<file path="config.mk">
export PLATFORM = sky130hd
export DESIGN_NAME = uart_tx_arb
export DESIGN_NICKNAME = d
export VERILOG_FILES = /design/src/rtl/uart_pkg.sv /design/src/rtl/rr_pick.sv /design/src/rtl/uart_tx_arb.sv
export SDC_FILE = /design/constraint.sdc
export NUM_CORES = 1
export LEC_CHECK = 0
export CORE_ASPECT_RATIO = 0.6
export CORE_MARGIN = 1
export CORE_UTILIZATION = 56
export CTS_CLUSTER_SIZE = 14
export DETAILED_ROUTE_END_ITERATION = 10
export DONT_BUFFER_PORTS = 1
export GPL_TIMING_DRIVEN = 0
export PLACE_DENSITY = 0.75
export SLEW_MARGIN = 15
export SYNTH_ARGS = -nofsm -noshare
export SYNTH_HDL_FRONTEND = slang
export SYNTH_SLANG_ARGS = --single-unit
</file>
<file path="constraint.sdc">
create_clock -name clk -period 4.6 [get_ports clk]
set_input_delay 0 -clock clk [delete_from_list [all_inputs] [get_ports clk]]
set_output_delay 0 -clock clk [all_outputs]
set_load 0.03 [all_outputs]
</file>
<file path="src/rtl/uart_pkg.sv">
// rtl/uart_pkg.sv - shared types and constants for the UART transmit path
package uart_pkg;

   typedef enum logic [1:0] {IDLE, ISSUE, WAIT_ACK, WAIT_DONE} arb_state_t;

   localparam int UART_DW = 8;

   // Index width that stays legal even for a single-bit select.
   function automatic int clog2_safe(input int n);
      return (n <= 2) ? 1 : $clog2(n);
   endfunction

endpackage

</file>
<file path="src/rtl/rr_pick.sv">
// rtl/rr_pick.sv - combinational round-robin pick starting after ptr
module rr_pick #(
   parameter int N = 4,
   parameter int W = 2
) (
   input  logic [N-1:0] req,
   input  logic [W-1:0] ptr,
   output logic [W-1:0] winner,
   output logic         any_req
);

   logic [W-1:0] idx;

   // Walk from the farthest slot back to ptr+1 so the nearest request overwrites last.
   always_comb begin
      winner = '0;
      idx    = '0;
      for (int k = N; k >= 1; k--) begin
         idx = W'((int'(ptr) + k) % N);
         if (req[idx]) winner = idx;
      end
   end

   assign any_req = |req;

endmodule

</file>
<file path="src/rtl/uart_tx_arb.sv">
// rtl/uart_tx_arb.sv - packet-locked round-robin sharing of one UART transmitter
module uart_tx_arb
   import uart_pkg::*;
#(
   parameter int  NUM_REQ      = 4,
   parameter int  HOLD_TIMEOUT = 65535,
   localparam int GW           = clog2_safe(NUM_REQ)
) (
   input  logic                       clk,
   input  logic                       rst_,
   input  logic [NUM_REQ-1:0]         req_valid,
   input  logic [UART_DW*NUM_REQ-1:0] req_data,
   input  logic [NUM_REQ-1:0]         req_last,
   output logic [NUM_REQ-1:0]         req_ready,
   output logic [UART_DW-1:0]         tx_data,
   output logic                       tx_start,
   input  logic                       tx_busy,
   output logic [GW-1:0]              grant_id,
   output logic                       arb_busy,
   output logic                       lock_err
);

   arb_state_t         state, state_nxt;
   logic [GW-1:0]      ptr;
   logic [GW-1:0]      winner;
   logic               any_req;
   logic [31:0]        idle_cnt;
   logic               last_q;
   logic               own_valid;
   logic               xfer;
   logic               timeout;
   logic [UART_DW-1:0] data_arr [NUM_REQ];

   for (genvar gi = 0; gi < NUM_REQ; gi++) begin : g_unpack
      assign data_arr[gi] = req_data[gi*UART_DW +: UART_DW];
   end

   rr_pick #(.N(NUM_REQ), .W(GW)) u_pick (
      .req     (req_valid),
      .ptr     (ptr),
      .winner  (winner),
      .any_req (any_req)
   );

   assign own_valid = req_valid[grant_id];
   assign arb_busy  = (state != IDLE);

   always_comb begin
      state_nxt = state;
      req_ready = '0;
      xfer      = 1'b0;
      timeout   = 1'b0;
      case (state)
         IDLE:      if (any_req) state_nxt = ISSUE;
         ISSUE: begin
            xfer                = own_valid && !tx_busy;
            req_ready[grant_id] = xfer;
            // A transfer in the same cycle as the deadline always wins.
            if (xfer) begin
               state_nxt = WAIT_ACK;
            end else if (idle_cnt >= 32'(HOLD_TIMEOUT - 1)) begin
               timeout   = 1'b1;
               state_nxt = IDLE;
            end
         end
         WAIT_ACK:  if (tx_busy) state_nxt = WAIT_DONE;
         WAIT_DONE: if (!tx_busy) state_nxt = last_q ? IDLE : ISSUE;
         default:   state_nxt = IDLE;
      endcase
   end

   always_ff @(posedge clk or negedge rst_) begin
      if (!rst_) begin
         state    <= IDLE;
         ptr      <= GW'(NUM_REQ - 1);
         grant_id <= '0;
         tx_data  <= '0;
         tx_start <= 1'b0;
         lock_err <= 1'b0;
         idle_cnt <= '0;
         last_q   <= 1'b0;
      end else begin
         state    <= state_nxt;
         tx_start <= xfer;
         lock_err <= timeout;
         case (state)
            IDLE: begin
               if (any_req) begin
                  grant_id <= winner;
                  idle_cnt <= '0;
               end
            end
            ISSUE: begin
               if (xfer) begin
                  tx_data  <= data_arr[grant_id];
                  last_q   <= req_last[grant_id];
                  idle_cnt <= '0;
               end else if (timeout) begin
                  ptr <= grant_id;
               end else if (!own_valid && idle_cnt != '1) begin
                  idle_cnt <= idle_cnt + 32'd1;
               end
            end
            WAIT_DONE: begin
               if (!tx_busy) begin
                  if (last_q) ptr      <= grant_id;
                  else        idle_cnt <= '0;
               end
            end
            default: ;
         endcase
      end
   end

endmodule

</file>
==> impl_metrics.yaml <==
outcome:
  status: "finished clean"
floorplanning:
  num_rows: 19
  start_util_pct: 59.7
  die_h_um: 56.8
  core_sq_um: 4680
  io_pins: 60
  die_area_sq_um: 5290
  die_w_um: 93.3
sta:
  setup_viol: 0
  skew_ps: 5.55
  period_minus_slack_ps: 2720
  tightest_slew_ps: 899
  slew_headroom_pct: 39.6
  rsz0062_at_grt: "false"
  fin_setup_tns_ps: 0
  slew_viol_final: 0
  min_period_over_period_pct: 59.1
  hold_viol_final: 0
  fmax_ghz: 0.368
cells_and_area:
  layout_common_cells: "dfrtp_1 (47), nand2_1 (45), o31ai_1 (20)"
  drive_above_1_share_pct: 16.7
  syn2layout_area_growth_pct: 9.97
  finalInstanceArea_sq_um: 3080
  num-nets-final: 335
  mostFrequentLayoutCell: "dfrtp_1"
  diodes: 0
flow_run:
  cap_viol_max_count: 0
clock_tree:
  cts_buffers: 5
  post-cts-setup-buffer-count: 0
  clockBufferDepth: 2
  cts_max_level: 2
  clock-sinks: 49
  cts_root_buf: "clkbuf_8"
  cts.reportedPaths.clkPinSlew_ps: 90
  clock_latency_ps: 300
  cts.repair.resized: 0
  cts_tree: "done"
synth:
  yosysUniqueCellTypes: 47
  syn_area_sq_um: 2800
  syn-num-nets: 321
  ys_warn_count: 0
  ys.flop_type: "dfrtp_1"
  synth_top_area_share_pct: 42.0
  ys_ff_latch: 49
  synth_area_leaders: "dfrtp_1 (42%), mux4_2 (8.1%), nand2_1 (6.0%), o31ai_1 (5.4%), o31ai_2 (3.1%)"
  async_flop_share_pct: 100
  synth_edf_count: 0
  yosysSeqAreaShare_pct: 43.9
  syn-instance-count: 272
  avgSynthCellArea_sq_um: 10.3
  synth_largest_area_cell: "dfrtp_1"
detailed_routing:
  drt_iter0_drc: 97
  post_drt_wl_per_cell_um: 17.6
  vias: 2136
  postRouteAntennaNets: 0
  drt_wl_total_um: 6160
  drc: 0
  drt-vias-per-instance: 6.10
  first_pass_iters: 4
place:
  port_buffers: 0
  place_area_sq_um: 2880
  dp_hpwl_um: 4410
  place_congestion: 0.798
pwr:
  power.switching_uw: 867
  seqPwrFrac_pct: 34.7
  peakVddDrop_mv: 0.469
  clkPwrFrac_pct: 16.6
  intPower_uw: 1030
  switching_share_pct: 45.6
  power_density_nw_per_um2: 618
  p_comb_share_pct: 48.7
  power.leakage_uw: 0.00135
setup_path:
  worstPathRequired_ps: 4600
  startpoint_type: "flop"
  crit_arrival_ps: 2720
  crit_type: "flop to output pin"
  cp-end-kind: "output pin"
  crit_slowest_cell: "nor3_1"
  crit_family: "simple AND/OR/NAND/NOR gates"
  crit_buf_inv: 2
  cp_slowest_stage_delay_ps: 760
  cp_cell_sequence: "clkbuf_1, mux4_2, nand3_1, buf_1, nor3_1"
  cp_max_fo: 10
grt:
  antenna_found_initial: 0
  grt_pass1_wl_um: 10000
  grt_max_degree: 50
  track_usage_pct: 25.1
  grt.overflow.total: 0
  grt_pass1_vias: 1939
hold_path:
  min_path_type: "primary input to flop"
[stage by stage]
| step | cells | total power (uW) | util [%] | hold WS (ps) | setup WS, ps |
|---|---|---|---|---|---|
| 5_1_grt | 350 | 2020 | 65.7 | 7.11 | 1730 |
| 4_1_cts | 350 | 1900 | 65.7 | 17.4 | 1880 |
| 2_1_floorplan | 272 | 1370 | - | -296 | 2330 |
| 3_3_place_gp | 335 | 1530 | 61.4 | -294 | 2140 |
| 3_5_place_dp | 335 | 1550 | 61.4 | -294 | 2130 |
| 6_report | 350 | 1900 | 65.7 | 20.9 | 1880 |
[metal layers]
| metal | vias to the layer above | wire (um) | track usage (%) |
|---|---|---|---|
| li1 | 1023 | - | - |
| met1 | 1065 | 3130 | 40.6 |
| met2 | 44 | 2730 | 34.0 |
| met3 | 4 | 273 | 5.56 |
| met4 | 0 | 34 | 5.27 |
| met5 | - | 0 | 0 |
[flip-flops by register name, indices dropped and copies added, names as in the netlist, named ones only]
name      cells
grant_id      2
idle_cnt     32
last_q        1
lock_err      1
ptr           2
state         1
tx_data       8
tx_start      1
[cells in the mapped netlist (2+ instances only)]
| master | instances |
|---|---|
| mux2i_1 | 2 |
| buf_6 | 5 |
| nand3_1 | 10 |
| nor2b_1 | 13 |
| o211a_1 | 2 |
| nor4_1 | 6 |
| a31oi_1 | 3 |
| o31ai_2 | 7 |
| dfrtp_1 | 47 |
| nand2b_1 | 5 |
| ha_1 | 6 |
| o31ai_1 | 20 |
| nand4_1 | 3 |
| nand2_1 | 45 |
| dfstp_2 | 2 |
| a21oi_1 | 7 |
| o21ai_0 | 5 |
| inv_1 | 6 |
| nor3_1 | 4 |
| o21ai_1 | 5 |
| and3_1 | 3 |
| nor2_1 | 15 |
| and2_1 | 12 |
| mux2_2 | 2 |
| mux4_2 | 10 |
| o41ai_1 | 2 |
| clkbuf_1 | 5 |
[layout make-up]
type | count | area (sq um)
Multi-Input combinational cell | 204 | 1460
Buffer | 12 | 83.8
Timing Repair Buffer | 7 | 87.6
Clock inverter | 3 | 43.8
Fill cell | 359 | 1610
Clock buffer | 5 | 68.8
Inverter | 7 | 26.3
Tap cell | 63 | 78.8
Sequential cell | 49 | 1230
[power groups by stage]
stage          logic [uW]  clock network (uW)  registers (uW)
2_1_floorplan         718                   0             651
3_3_place_gp          864                   0             665
3_5_place_dp          887                   0             667
4_1_cts               921                 319             659
5_1_grt              1010                 337             670
6_report              925                 316             659
[worst paths after layout]
path / cells after the start / end / startpoint / slack (ps)
min in group asynchronous: 2 / idle_cnt[20]$_DFFE_PN0P_ / rst_ / 220
worst max register to register: 8 / idle_cnt[9]$_DFFE_PN0P_ / grant_id[1]$_DFFE_PN0P_ / 2060
worst min register to register: 1 / idle_cnt[8]$_DFFE_PN0P_ / idle_cnt[8]$_DFFE_PN0P_ / 500
worst max-delay path: 5 / req_ready[0] / grant_id[1]$_DFFE_PN0P_ / 1880
max in group asynchronous: 2 / ptr[0]$_DFFE_PN1P_ / rst_ / 4110
worst min-delay path: 3 / tx_data[0]$_DFFE_PN0P_ / req_data[0] / 20
[cell families after synthesis]
group / synth area share, %
flip-flops: 43.9
AND/OR/NAND/NOR: 22.4
multiplexers: 9.57
buffers and inverters: 3.94
AO/OA/AOI/OAI: 17.5
adder cells (fa/ha/maj): 2.68
[worst min-delay path, stage by stage]
cell,delay [ps]
mux4_2,200
nand2_1,50
nand2_1,50
[repair_timing]
item,CTS,global route
setup endpoints to repair,0,0
hold endpoints to repair,51,0
hold buffers,7,0
Power figures use the tool's default switching activity.
